==> src/rtl/ah_decode_pkg.sv <==
// Shared types and constants for the AH address decode dispatcher.
// Bound reset constants are wide so any AW can slice them.
package ah_decode_pkg;

    localparam int AW_DEFAULT          = 25;
    localparam int NUM_CLIENTS_DEFAULT = 4;
    localparam int CW_DEFAULT          = 2;
    localparam int ERRW_DEFAULT        = 16;

    typedef enum logic [1:0] {
        IDLE,
        DECODE,
        DISPATCH,
        ERR
    } state_t;

    localparam logic CFG_SEL_BOM = 1'b0;
    localparam logic CFG_SEL_TOM = 1'b1;

    // bom above tom disables a window, so these reset values block every hit
    localparam logic [63:0] BOM_RST = '1;
    localparam logic [63:0] TOM_RST = '0;

endpackage

==> src/rtl/ah_range_match.sv <==
// Inclusive unsigned window compare: hit when bom <= field <= tom.
// A window with bom > tom can never hit.
module ah_range_match
    import ah_decode_pkg::*;
#(
    parameter int AW = AW_DEFAULT
) (
    input  logic [AW-1:0] field,
    input  logic [AW-1:0] bom,
    input  logic [AW-1:0] tom,
    output logic          hit
);

    assign hit = (field >= bom) && (field <= tom);

endmodule

==> src/rtl/ah_decode_dispatcher.sv <==
// Range-decodes one ingress field at a time against per-client windows and
// forwards hits to a single client; misses pulse dec_err and are counted.
module ah_decode_dispatcher
    import ah_decode_pkg::*;
#(
    parameter int AW          = AW_DEFAULT,
    parameter int NUM_CLIENTS = NUM_CLIENTS_DEFAULT,
    parameter int CW          = CW_DEFAULT,
    parameter int ERRW        = ERRW_DEFAULT
) (
    input  logic                   clk,
    input  logic                   rst_n,
    input  logic                   cfg_wr,
    input  logic [CW-1:0]          cfg_idx,
    input  logic                   cfg_sel,
    input  logic [AW-1:0]          cfg_wdata,
    input  logic                   ingress_valid,
    output logic                   ingress_ready,
    input  logic [AW-1:0]          ingress_pkt_field,
    output logic [NUM_CLIENTS-1:0] egress_valid,
    input  logic [NUM_CLIENTS-1:0] egress_ready,
    output logic [AW-1:0]          egress_pkt_field,
    output logic [CW-1:0]          egress_client,
    output logic                   dec_err,
    output logic [ERRW-1:0]        err_count
);

    state_t                 state_q;
    state_t                 state_d;
    logic [AW-1:0]          bom_q [NUM_CLIENTS];
    logic [AW-1:0]          tom_q [NUM_CLIENTS];
    logic [AW-1:0]          field_q;
    logic [NUM_CLIENTS-1:0] win_hit;
    logic [NUM_CLIENTS-1:0] hit_onehot;
    logic [NUM_CLIENTS-1:0] hit_q;
    logic [CW-1:0]          hit_idx;
    logic [CW-1:0]          sel_q;
    logic [ERRW-1:0]        err_cnt_q;

    for (genvar i = 0; i < NUM_CLIENTS; i++) begin : g_match
        ah_range_match #(
            .AW(AW)
        ) u_match (
            .field(field_q),
            .bom  (bom_q[i]),
            .tom  (tom_q[i]),
            .hit  (win_hit[i])
        );
    end

    // Scan from the top down so the lowest-numbered overlapping window wins
    always_comb begin
        hit_onehot = '0;
        hit_idx    = '0;
        for (int i = NUM_CLIENTS - 1; i >= 0; i--) begin
            if (win_hit[i]) begin
                hit_onehot    = '0;
                hit_onehot[i] = 1'b1;
                hit_idx       = CW'(i);
            end
        end
    end

    always_ff @(posedge clk or negedge rst_n) begin
        if (!rst_n) begin
            state_q <= IDLE;
        end else begin
            state_q <= state_d;
        end
    end

    always_comb begin
        state_d       = state_q;
        ingress_ready = 1'b0;
        case (state_q)
            IDLE: begin
                ingress_ready = 1'b1;
                if (ingress_valid) begin
                    state_d = DECODE;
                end
            end
            DECODE: begin
                state_d = (|win_hit) ? DISPATCH : ERR;
            end
            DISPATCH: begin
                if (|(egress_ready & hit_q)) begin
                    state_d = IDLE;
                end
            end
            ERR: begin
                state_d = IDLE;
            end
            default: begin
                state_d = IDLE;
            end
        endcase
    end

    always_ff @(posedge clk or negedge rst_n) begin
        if (!rst_n) begin
            field_q   <= '0;
            hit_q     <= '0;
            sel_q     <= '0;
            err_cnt_q <= '0;
        end else begin
            if (state_q == IDLE && ingress_valid) begin
                field_q <= ingress_pkt_field;
            end
            if (state_q == DECODE) begin
                hit_q <= hit_onehot;
                sel_q <= hit_idx;
            end
            if (state_q == ERR && err_cnt_q != '1) begin
                err_cnt_q <= err_cnt_q + 1'b1;
            end
        end
    end

    // Indices beyond NUM_CLIENTS match no register and are dropped
    always_ff @(posedge clk or negedge rst_n) begin
        if (!rst_n) begin
            for (int i = 0; i < NUM_CLIENTS; i++) begin
                bom_q[i] <= BOM_RST[AW-1:0];
                tom_q[i] <= TOM_RST[AW-1:0];
            end
        end else if (cfg_wr) begin
            for (int i = 0; i < NUM_CLIENTS; i++) begin
                if (cfg_idx == CW'(i)) begin
                    if (cfg_sel == CFG_SEL_TOM) begin
                        tom_q[i] <= cfg_wdata;
                    end else begin
                        bom_q[i] <= cfg_wdata;
                    end
                end
            end
        end
    end

    assign egress_valid     = (state_q == DISPATCH) ? hit_q : '0;
    assign egress_pkt_field = field_q;
    assign egress_client    = sel_q;
    assign dec_err          = (state_q == ERR);
    assign err_count        = err_cnt_q;

    egress_stable: assert property (@(posedge clk) disable iff (!rst_n)
        (|egress_valid && !(|(egress_valid & egress_ready))) |=>
        (egress_valid == $past(egress_valid) && egress_pkt_field == $past(egress_pkt_field)));

endmodule

==> config.mk <==
export PLATFORM = sky130hd
export DESIGN_NAME = ah_decode_dispatcher
export DESIGN_NICKNAME = d
export VERILOG_FILES = /design/src/rtl/ah_decode_pkg.sv /design/src/rtl/ah_range_match.sv /design/src/rtl/ah_decode_dispatcher.sv
export SDC_FILE = /design/constraint.sdc
export NUM_CORES = 1
export LEC_CHECK = 0
export BUFFER_PORTS_ARGS = -buffer_cell sky130_fd_sc_hd__buf_2
export CAP_MARGIN = 0
export CELL_PAD_IN_SITES_DETAIL_PLACEMENT = 1
export CELL_PAD_IN_SITES_GLOBAL_PLACEMENT = 2
export CORE_MARGIN = 2
export CORE_UTILIZATION = 40
export DETAILED_ROUTE_END_ITERATION = 7
export GPL_ROUTABILITY_DRIVEN = 0
export PLACE_DENSITY_LB_ADDON = 0.1
export SLEW_MARGIN = 20
export SYNTH_ARGS = -nofsm -noshare
export SYNTH_HDL_FRONTEND = slang
export SYNTH_SLANG_ARGS = --single-unit
==> constraint.sdc <==
create_clock -name clk -period 2.8 [get_ports clk]
set_clock_uncertainty 0.05 [all_clocks]
set_input_delay 0.14 -clock clk [delete_from_list [all_inputs] [get_ports clk]]
set_output_delay 0.14 -clock clk [all_outputs]
set_load 0.01 [all_outputs]
## Word-level counts from Yosys, hierarchy flattened

Index checks and enable logic that the tools add are counted.
W data, S select, Z words.

| cells by class | value |
|---|---|
| add/sub/neg operators | 1 |
| multiply operators | 0 |
| divide/modulo/power cells | 0 |
| magnitude comparators | 8 |
| equality and inequality tests | 9 |
| shift operators | 0 |
| mux-type cells | 14 |
| bitwise logic cells | 2 |
| reduce and logical (&&, ||, !) cells | 19 |

Operators by type and width:

| operator | number |
|---|---|
| $ge A25 B25 Y1 | 4 |
| $le A25 B25 Y1 | 4 |
| $reduce_and A3 Y1 | 8 |
| $mux W4 | 5 |
| $add A16 B1 Y16 const B | 1 |
| $ne A16 B16 Y1 const B | 1 |
| $mux W2 | 6 |
| $eq A2 B2 Y1 const B | 4 |
| $pmux W2 S4 | 1 |
| $reduce_or A4 Y1 | 2 |
| $logic_and A1 B1 Y1 | 6 |
| $and A4 B4 Y4 | 1 |
| $eq A2 B1 Y1 const B | 2 |
| $logic_not A2 Y1 | 2 |
| $ne A2 B2 Y1 const B | 2 |
| $mux W1 | 2 |
| $reduce_and A2 Y1 | 1 |
| $not A1 Y1 | 1 |

| word-level totals | value |
|---|---|
| bits in registers | 249 |
| bits in latches | 0 |
| bits in writable memories | 0 |
| ROM bits | 0 |
| input port bits | 61 |
| output and inout bits | 49 |
| word-level logic and storage cells | 66 |
| memories | 0 |

## Longest topological paths before layout

Gate-level depths: netlist of the first run.

| logic depth | value |
|---|---|
| word-level depth | 6 |
| depth in mapped cells | 9 |
| depth with buffers taken out | 9 |

## By module

Synthesis of the first run repeated with hierarchy kept, for this count alone.

| second synthesis, totals | value |
|---|---|
| cell total of the unflattened synthesis | 1301 |
| area total of the unflattened synthesis | 14855.5 sq um |

By module, submodules not included:

| module | instances | cells an instance | area each (sq um) | seq. area each (sq um) |
|---|---|---|---|---|
| ah_decode_dispatcher | 1 | 592 | 9763.1 | 6356.1 |
| ah_range_match (g_match[0].u_match ...) | 3 | 178 | 1267.5 | 0.0 |
| ah_range_match (g_match[1].u_match) | 1 | 175 | 1290.0 | 0.0 |

## Worst setup path after synthesis of the first run

Ideal clock, no wire load.

| timing path | value |
|---|---|
| kind | register -> register |
| start point | register field_q[23] (netlist: egress_pkt_field[23]) |
| end point | register hit_q[3] |
| setup time | 122 ps |
| arrival time | 2160 ps |
| data required time | 2628 ps |
| slack | 469 ps |
| cell stages (with the launch flop) | 9 |
| path buffers | 0 |
| clock period less this slack | 2331 ps |
| path through | dfrtp_1 > ha_1 > nand4_1 > nor3_1 > a221o_1 > a211oi_1 > a221oi_1 > or2_1 > a32o_1 |

| between the ends | value |
|---|---|
| word-level cells in the longest chain between the ends | 6 |
| elaborated cells between the ends (all ways) | 16 |
| those cells by class | 8 x order compare; 4 x mux; 4 x reduce/logical |

Ends and longest elaborated chain:

| element | line | text |
|---|---|---|
| from (decl) | ah_decode_dispatcher.sv:32 | `logic [AW-1:0] field_q;` |
| from (signal assigned) | ah_decode_dispatcher.sv:107 | `field_q <= ingress_pkt_field;` |
| $ge A25 B25 Y1 / $le A25 B25 Y1 (equally long branches) | ah_range_match.sv:14 | `assign hit = (field >= bom) && (field <= tom);` |
| $logic_and A1 B1 Y1 | ah_range_match.sv:14 |  |
| $mux W4 (3 in series) | ah_decode_dispatcher.sv:56 | `if (win_hit[i]) begin` |
| $mux W4 (*) | ah_decode_dispatcher.sv:56 |  |
| to (signal assigned) | ah_decode_dispatcher.sv:110 | `hit_q <= hit_onehot;` |
| to (decl) | ah_decode_dispatcher.sv:35 | `logic [NUM_CLIENTS-1:0] hit_q;` |

Mark *: on every way between the ends. The rest lies on a longest branch, timed or not.
A chain may end at the register's enable or synchronous reset.

## Worst setup path in the final report of the first run

| timing path | value |
|---|---|
| start point | register field_q[17] (netlist: egress_pkt_field[17]) |
| end point | register state_q[0] |

| between the ends | value |
|---|---|
| word-level cells in the longest chain between the ends | 5 |
| elaborated cells between the ends (all ways) | 15 |
| those cells by class | 8 x order compare; 2 x mux; 5 x reduce/logical |

Ends and longest elaborated chain:

| element | line | text |
|---|---|---|
| $ge A25 B25 Y1 / $le A25 B25 Y1 (equally long branches) | ah_range_match.sv:14 |  |
| $logic_and A1 B1 Y1 | ah_range_match.sv:14 |  |
| $reduce_or A4 Y1 (*) | ah_decode_dispatcher.sv:83 | `state_d = (\|win_hit) ? DISPATCH : ERR;` |
| $mux W1 (*) | ah_decode_dispatcher.sv:83 |  |
| $pmux W2 S4 (*) | ah_decode_dispatcher.sv:75 | `case (state_q)` |
| to (signal assigned) | ah_decode_dispatcher.sv:68 | `state_q <= state_d;` |
| to (decl) | ah_decode_dispatcher.sv:28 | `state_t state_q;` |

Marked as above.

==> results of run 1 <==
[final cells by class]
type                    count  area [um2]  area share
clock inverters             7       60.06    0.003447
repair buffers            211        1519     0.08718
multi-input cells         901        7184      0.4124
inverters                 202       758.2     0.04352
flip-flops and latches    249        6361      0.3651
well taps                 461       576.8     0.03311
clock buffers              49       963.4     0.05530
[kinds of logic after synthesis]
family,count (synthesis),synth area share
XOR/XNOR,15,0.009146
adder cells (fa/ha/maj),201,0.1751
buffers and inverters,239,0.06323
AO/OA/AOI/OAI,275,0.1131
multiplexers,129,0.1011
flip-flops,249,0.4425
AND/OR/NAND/NOR,281,0.09581
[sequential cells by signal, indices dropped and copies added, names as in the netlist]
register,cells
state_q,2
egress_pkt_field,25
tom_q,100
bom_q,100
egress_client,2
hit_q,4
err_count,16
[report_power, final]
group          leakage [nW]  internal, W  switching, W
clock network         0.513      0.00242       0.00157
registers              2.92      0.00443      0.000234
logic                  5.36     0.000865       0.00115
[stage by stage]
| step | setup slack (ps) | setup TNS (ps) |
|---|---|---|
| floorplan | 468.8 | 0 |
| finish | 106.3 | 0 |
| global route | 12.38 | 0 |
| CTS | 17.59 | 0 |
| detailed placement | -385.9 | -1958 |
| global placement | -257.1 | -1222 |
[worst reg2reg max path, delay by kind of cell, from the launching register on]
family | cells | cell delay (ps)
flops | 1 | 490
compound gates | 3 | 600
buf+inv | 1 | 220
simple gates | 4 | 940
fa+ha+maj | 1 | 280
[worst max-delay path by stage]
stage                                      from                      endpoint  slack, ps  depth (start not counted)
3_3_place_gp    egress_pkt_field[2]$_DFFE_PN0P_  egress_client[0]$_DFFE_PN0N_       -260                          9
3_5_place_dp    egress_pkt_field[2]$_DFFE_PN0P_  egress_client[0]$_DFFE_PN0N_       -390                          9
5_1_grt        egress_pkt_field[22]$_DFFE_PN0P_  egress_client[1]$_DFFE_PN0N_         10                          8
4_1_cts        egress_pkt_field[19]$_DFFE_PN0P_          hit_q[3]$_DFFE_PN0N_         20                          8
6_report       egress_pkt_field[17]$_DFFE_PN0P_        state_q[0]$_DFFE_PN0P_        110                          9
2_1_floorplan  egress_pkt_field[23]$_DFFE_PN0P_          hit_q[3]$_DFFE_PN0N_        470                          8
[cells in the final DEF, fill, tap and decap left out, types with 4 or more instances in the layout]
cell	n
a211oi_1	6
a21o_1	28
a21oi_1	65
a221o_1	4
a22oi_1	5
and2_1	6
and4_1	8
buf_12	5
buf_2	108
buf_4	43
clkbuf_1	6
clkbuf_16	31
clkbuf_8	12
clkinv_2	6
dfrtp_1	145
dfrtp_2	4
dfstp_2	100
dlygate4sd3_1	54
ha_1	201
inv_1	201
mux2_2	129
nand2_1	148
nand3_1	16
nand4_1	33
nor2_1	28
nor2b_1	4
nor3_1	10
o21a_1	4
o21ai_0	129
xnor2_1	9
xor2_1	6
[what timing repair did]
item	4_1_cts	5_1_grt
hold buffers	54	0
setup endpoints to repair	6	5
hold endpoints to repair	379	0
pin swaps	0	2
buffers inserted	0	1
gates resized for setup	8	10
[layer usage]
layer	track usage	vias to the layer above	wire (um)
met3	0.02197	44	955
met1	0.3034	5488	19480
met4	0.04693	0	878
met2	0.4135	112	21150
li1	-	5229	-
met5	0	-	0
==> results.yml, run 1 <==
synthesis:
  synth_top_cell_by_area: "dfrtp_1"
  async_flop_share: 1.000
  syn_area_um2: 14370
  syn_inst: 1389
  synthTopCellsByCount: "inv_1 (202), ha_1 (201), dfrtp_1 (149)"
  synth_edf_count: 0
  synth.most_common_cell: "inv_1"
  yosysTopAreaCellShare: 0.2596
  ys_ff_latch: 249
  synth_warnings: 0
  ys_types: 61
  syn_area_per_cell_um2: 10.34
  syn-num-nets: 1651
  ys.flop_type: "dfrtp_1"
  yosysSeqAreaShare: 0.4425
  synth_area_leaders: "dfrtp_1 (26%), dfstp_2 (18%), ha_1 (18%)"
floorplan:
  die_area_um2: 37440
  coreArea_um2: 35480
  rows: 69
  dieWidth_um: 193.5
  die_h_um: 193.5
  start_util: 0.4048
  io_pins: 110
sta:
  timing.hold.ws_ps: 63.64
  fin_crit_sh: 0.9620
  max_freq_mhz: 371.2
  fin_crit_ps: 2694
  setup_viol_count_final: 0
  drv_slew: 0
  rsz0062_at_grt: "false"
  hold_viol: 0
  worst_slew_margin_rel: 0.5632
  worst_slew_pin_slew_ps: 648.3
critical_path:
  worst-path-buf-inv: 1
  required_ps: 3200
  crit_fanout: 6
  path_delay_family: "simple AND/OR/NAND/NOR gates"
  r2r-end: "state_q[0]$_DFFE_PN0P_"
  max_stage_delay_ps: 490
  path_class: "flip-flop to flip-flop"
  path_cells: "buf_4 -> ha_1 -> nand4_1 -> or2_2 -> nand3b_1 -> o22ai_2 -> o22ai_2 -> and2_1 -> a31o_2"
  arrival_ps: 3090
  crit_top_cell: "o22ai_2"
  slowest_stage: "dfrtp_1"
  reg2reg_slack_ps: 110
  critPathCaptureType: "flip-flop"
  rr_startpoint: "egress_pkt_field[17]$_DFFE_PN0P_"
  worst_setup_path_start_kind: "flip-flop"
  ff2ff_path_depth: 9
global_routing:
  grt_usage: 0.2308
  grt_start_max_net_pins: 62
  first_global_vias: 11780
  grt_pass1_wl_um: 67850
  grt-ovfl-total: 0
  grt_antenna_before_repair: 0
route:
  ant_nets: 0
  drtIter0Drc: 349
  routed_wl_um: 42460
  routedWlPerCell_um: 20.42
  drt_pass1_iterations: 4
  drc: 0
  viasPerCell: 5.227
  dr_total_vias: 10870
placed_design:
  dp_hpwl_um: 30710
  placed_cells: 1969
  placed_area_um2: 15780
  port_buffers: 109
finish:
  stdcell_count: 2080
  drive_above_1_share: 0.2884
  n_antenna_cell: 0
  fillers: 3941
  nets: 1857
  fin_area_um2: 17420
  syn2layout_area_growth_pct: 21.29
  fin_util: 0.4910
cts:
  cts_tree: "built"
  clock_latency_ps: 570
  cts_buffer_depth: 3
  clk_pin_slew_ps: 60
  cts_buffers: 30
  root_buffer: "clkbuf_16"
  cts.sinks: 249
  h-tree-depth: 1
pwr:
  power.density_nw_per_um2: 612.4
  p_total_w: 0.01067
  vdd_drop_max_uv: 517.7
  p_leak_nw: 8.790
flow_run:
  max_cap_violations: 0
min_path:
  worstHoldPathType: "input port to async pin"
run_status:
  status: "finished, final reports clean"
Note: power is estimated with default switching activity, not from simulation.
==> inputs of run 2 (changes only) <==
--- a/config.mk
+++ b/config.mk
@@ -9,6 +9,7 @@
 export CAP_MARGIN = 0
 export CELL_PAD_IN_SITES_DETAIL_PLACEMENT = 1
 export CELL_PAD_IN_SITES_GLOBAL_PLACEMENT = 2
+export CORE_ASPECT_RATIO = 0.6
 export CORE_MARGIN = 2
 export CORE_UTILIZATION = 40
 export DETAILED_ROUTE_END_ITERATION = 7
==> run 2 against run 1 <==
  * The run now ends with design-rule violations left
  * Sequential cell count unchanged
  * Sequential power hardly changed
  * Sequential share of layout area about the same
  * Global-route usage increased by 1.8 points
  * Fmax down 0.51%
  * Register-to-register slack about the same
  * Core utilization up 0.44 points
==> results.yml, run 2 (same netlist as run 1, synthesis figures left out) <==
floorplan:
  io_pins: 110
  coreArea_um2: 35210
  die_h_um: 150.8
  dieWidth_um: 248.7
  rows: 53
  start_util: 0.4080
  die_area_um2: 37490
placed_design:
  placed_cells: 1987
  dp_hpwl_um: 33680
  port_buffers: 109
finish:
  stdcell_count: 2095
  drive_above_1_share: 0.2942
  n_antenna_cell: 0
  syn2layout_area_growth_pct: 21.44
  fillers: 3840
  nets: 1869
  layout_common_cells: "inv_1 (202), ha_1 (201), nand2_1 (148), dfrtp_1 (143), mux2_2 (129)"
  layout_commonest_cell: "inv_1"
pwr:
  p_total_w: 0.01053
  p_leak_nw: 8.806
  vdd_drop_max_uv: 426.0
  power.density_nw_per_um2: 603.7
route:
  met2WireLength_um: 18540
  ant_nets: 0
  viasPerCell: 5.238
  dr_total_vias: 10970
  wl_met1_um: 23800
  drc: 3
  drtIter0Drc: 495
  drt_pass1_iterations: 6
  dr.max_layer_used: "met4"
  routed_wl_um: 45050
  wl_met3_um: 1640
  routedWlPerCell_um: 21.50
critical_path:
  ff2ff_path_depth: 9
  endpoint: "egress_client[0]$_DFFE_PN0N_"
  path_class: "flip-flop to flip-flop"
  worst_setup_path_start_kind: "flip-flop"
  crit_fanout: 6
  arrival_ps: 3090
  reg2reg_slack_ps: 90
  rr_startpoint: "egress_pkt_field[18]$_DFFE_PN0P_"
  r2r-end: "egress_client[0]$_DFFE_PN0N_"
  required_ps: 3180
  crit_start: "egress_pkt_field[18]$_DFFE_PN0P_"
  critPathCaptureType: "flip-flop"
cts:
  cts.sinks: 249
  cts_tree: "built"
  cts_buffer_depth: 3
  clk_pin_slew_ps: 70
  h-tree-depth: 1
  root_buffer: "clkbuf_16"
  clock_latency_ps: 560
  cts_buffers: 27
global_routing:
  grt-ovfl-total: 0
  first_global_vias: 11610
  grt_start_max_net_pins: 85
  grt_antenna_before_repair: 2
  grt_pass1_wl_um: 70900
  grt_usage: 0.2484
run_status:
  violations: "design-rule violations"
  status: "finished, violations left"
sta:
  fin_crit_sh: 0.9670
  hold_viol: 0
  worst_slew_pin_slew_ps: 716.3
  drv_slew: 0
  worst_slew_margin_rel: 0.5224
  max_freq_mhz: 369.3
  rsz0062_at_grt: "false"
  fin_crit_ps: 2707
  setup_viol_count_final: 0
min_path:
  worstHoldPathType: "input port to flip-flop"
flow_run:
  max_cap_violations: 0
## run 2: layout make-up
cell class                 count  area, um2  share of cell area
clock buffer                  40      804.5             0.04612
tap                          467      584.3             0.03349
timing repair buffer         226       1607             0.09209
inverter                     202      758.2             0.04346
sequential                   249       6364              0.3648
clock inverter                10      106.4            0.006096
multi-input combinational    901       7222              0.4140
## run 2: how the worst min path moves through the flow
| stage | start | to | slack (ps) | cells after the start |
|---|---|---|---|---|
| detailed placement | rst_n | egress_pkt_field[2]$_DFFE_PN0P_ | 150 | 1 |
| global placement | rst_n | egress_pkt_field[4]$_DFFE_PN0P_ | 150 | 1 |
| CTS | cfg_wr | tom_q[98]$_DFFE_PN0P_ | 20 | 5 |
| global route | cfg_wr | tom_q[98]$_DFFE_PN0P_ | 60 | 4 |
| finish | cfg_wr | tom_q[99]$_DFFE_PN0P_ | 40 | 5 |
| floorplan | rst_n | egress_client[0]$_DFFE_PN0N_ | -210 | 0 |
## run 2: report_power, final
group	internal, W	total, W	leakage, nW	switching, W
registers	0.00443	0.00468	2.92	0.000247
clock network	0.00217	0.00374	0.453	0.00157
logic	0.000883	0.00211	5.44	0.00123
## run 2: critical path: stages, from the launching register on
cell	delay, ps
dfrtp_1	470
buf_4	200
ha_1	310
a21o_1	180
a21o_1	190
a21oi_1	250
o21ai_0	230
a211o_1	320
o21ai_1	220
o221ai_1	180
## run 2: per-layer routing
layer | vias up | track usage
met4 | 0 | 0.06212
li1 | 5242 | -
met3 | 55 | 0.03815
met2 | 169 | 0.3671
met5 | - | 0
met1 | 5508 | 0.3782
## run 2: what timing repair did
action | CTS | global route
hold buffers | 54 | 0
gates resized for setup | 11 | 14
pin swaps | 3 | 9
endpoints found under the hold margin | 298 | 0
setup buffers | 2 | 2
endpoints found under the setup margin | 6 | 7
## run 2: stage by stage
step	utilization	hold WS, ps	setup TNS (ps)	instance area [um2]	worst slack (ps)
after floorplan	-	-205.6	0	14370	468.8
after global placement	0.4503	152.9	-1983	15860	-430.8
after detailed placement	0.4503	149.8	-1993	15860	-403.3
after CTS	0.4938	22.65	0	17390	13.30
after global routing	0.4954	57.14	0	17450	0.7756
final	0.4954	40.44	0	17450	92.53
==> inputs of run 3 (changes only) <==
--- a/config.mk
+++ b/config.mk
@@ -7,15 +7,14 @@
 export LEC_CHECK = 0
 export BUFFER_PORTS_ARGS = -buffer_cell sky130_fd_sc_hd__buf_2
 export CAP_MARGIN = 0
-export CELL_PAD_IN_SITES_DETAIL_PLACEMENT = 1
-export CELL_PAD_IN_SITES_GLOBAL_PLACEMENT = 2
+export CELL_PAD_IN_SITES_DETAIL_PLACEMENT = 0
+export CELL_PAD_IN_SITES_GLOBAL_PLACEMENT = 1
 export CORE_ASPECT_RATIO = 0.6
 export CORE_MARGIN = 2
-export CORE_UTILIZATION = 40
+export CORE_UTILIZATION = 48
 export DETAILED_ROUTE_END_ITERATION = 7
 export GPL_ROUTABILITY_DRIVEN = 0
 export PLACE_DENSITY_LB_ADDON = 0.1
-export SLEW_MARGIN = 20
 export SYNTH_ARGS = -nofsm -noshare
 export SYNTH_HDL_FRONTEND = slang
 export SYNTH_SLANG_ARGS = --single-unit
==> run 3 against run 2 <==
  * The flow now finishes without violations
  * Routed wire length down 11%
  * Combinational power down 5%
  * Sequential share of layout area up 0.27 points
==> results.yml, run 3 (same netlist as run 1, synthesis figures left out) <==
sta:
  fin_crit_sh: 0.9573
  fin_crit_ps: 2681
  drv_slew: 0
  worst_slew_margin_rel: 0.4855
  hold_viol: 0
  worst_slew_pin_slew_ps: 771.7
  max_freq_mhz: 373.1
  rsz0062_at_grt: "false"
  setup_viol_count_final: 0
  setup_tns_ps: 0
critical_path:
  crit_fanout: 6
  path_class: "flip-flop to flip-flop"
  worst_setup_path_start_kind: "flip-flop"
  rr_startpoint: "egress_pkt_field[16]$_DFFE_PN0P_"
  arrival_ps: 3070
  critPathCaptureType: "flip-flop"
  ff2ff_path_depth: 10
  required_ps: 3190
  r2r-end: "state_q[0]$_DFFE_PN0P_"
  reg2reg_slack_ps: 120
finish:
  fin_util: 0.5835
  syn2layout_area_growth_pct: 20.54
  drive_above_1_share: 0.2937
  layout_common_cells: "inv_1 (202), ha_1 (201), nand2_1 (148), dfrtp_1 (143), mux2_2 (129)"
  fin_area_um2: 17320
  nets: 1866
  n_antenna_cell: 0
  fillers: 2594
  layout_commonest_cell: "inv_1"
pwr:
  vdd_drop_max_uv: 411.5
  p_int_w: 0.007441
  power.density_nw_per_um2: 597.3
  p_leak_nw: 8.789
  power_switching_w: 0.002902
  p_comb_frac: 0.195
  clkPwrFrac: 0.354
  swShare: 0.2806
  pwr-share-seq: 0.451
floorplan:
  die_area_um2: 31370
  rows: 49
  io_pins: 110
  die_h_um: 138
  dieWidth_um: 227.3
  coreArea_um2: 29670
  start_util: 0.4841
global_routing:
  grt_pass1_wl_um: 63180
  grt_antenna_before_repair: 0
  first_global_vias: 10700
  grt_usage: 0.2624
  grt_start_max_net_pins: 90
  grt-ovfl-total: 0
run_status:
  status: "finished, final reports clean"
cts:
  cts_tree: "built"
  h-tree-depth: 1
  cts_buffer_depth: 3
  clk_pin_slew_ps: 60
  root_buffer: "clkbuf_16"
  cts_buffers: 26
  clock_latency_ps: 540
  cts.sinks: 249
placed_design:
  placed_area_um2: 15760
  dp_hpwl_um: 29660
  port_buffers: 109
min_path:
  worstHoldPathType: "input port to async pin"
route:
  drc: 0
  routed_wl_um: 40100
  drt_pass1_iterations: 4
  routedWlPerCell_um: 19.73
  dr_total_vias: 10680
  viasPerCell: 5.256
  drtIter0Drc: 811
  ant_nets: 0
flow_run:
  max_cap_violations: 0
[run 3: timing repair]
action / in CTS / in global routing
resized for setup: 6 / 16
cloned: 0 / 0
hold endpoints to repair: 281 / 0
buffers inserted: 0 / 3
hold buffers: 54 / 0
pin swaps: 0 / 8
setup endpoints to repair: 6 / 7
[run 3: worst max path at each step]
| stage | cells after the start | start | end |
|---|---|---|---|
| 6_report | 10 | egress_pkt_field[16]$_DFFE_PN0P_ | state_q[0]$_DFFE_PN0P_ |
| 5_1_grt | 10 | egress_pkt_field[16]$_DFFE_PN0P_ | state_q[0]$_DFFE_PN0P_ |
| 4_1_cts | 9 | egress_pkt_field[19]$_DFFE_PN0P_ | egress_client[1]$_DFFE_PN0N_ |
| 3_5_place_dp | 8 | egress_pkt_field[20]$_DFFE_PN0P_ | state_q[0]$_DFFE_PN0P_ |
| 3_3_place_gp | 8 | egress_pkt_field[22]$_DFFE_PN0P_ | hit_q[3]$_DFFE_PN0N_ |
| 2_1_floorplan | 8 | egress_pkt_field[23]$_DFFE_PN0P_ | hit_q[3]$_DFFE_PN0N_ |
[run 3: power groups by stage]
stage                     logic (W)  clock network [W]  registers (W)
after detailed placement    0.00193                  0        0.00472
after CTS                   0.00200            0.00374        0.00466
after global routing        0.00231            0.00389        0.00474
after floorplan             0.00131                  0        0.00465
after global placement      0.00188                  0        0.00470
final                       0.00201            0.00367        0.00466
[run 3: area by class of cell]
type	instances	area [um2]	share of cell area
multi-input cells	901	7202	0.4159
flip-flops and latches	249	6364	0.3675
inverters	202	758.2	0.04379
clock buffers	40	837.1	0.04834
clock inverters	8	65.06	0.003757
repair buffers	224	1579	0.09119
well taps	408	510.5	0.02948
[run 3: metrics by stage]
stage / setup slack, ps / power, W / hold slack (ps) / std cells
global route: 7.817 / 0.01093 / 170.8 / 2032
floorplan: 468.8 / 0.005960 / -205.6 / 1389
detailed placement: -302.2 / 0.006650 / 175.7 / 1927
CTS: 1.525 / 0.01040 / 135.9 / 2029
global placement: -254.2 / 0.006578 / 165.3 / 1927
finish: 119.5 / 0.01034 / 130.6 / 2032
[run 3: critical path, stage by stage, from the launching register on]
cell and delay (ps):
dfrtp_2 460, buf_4 180, ha_1 330, nand4_1 200, nor4_4 260, buf_4 180
nand2_1 50, nor3_1 250, o22ai_2 140, and2_1 210, a31o_2 240
[run 3: metal layers]
layer / routed length (um) / part of all wire / GRT usage
met5: 0 / 0 / 0
met4: 670 / 0.017 / 0.04644
met3: 1912 / 0.048 / 0.04931
met2: 16130 / 0.40 / 0.3676
met1: 21390 / 0.53 / 0.4206
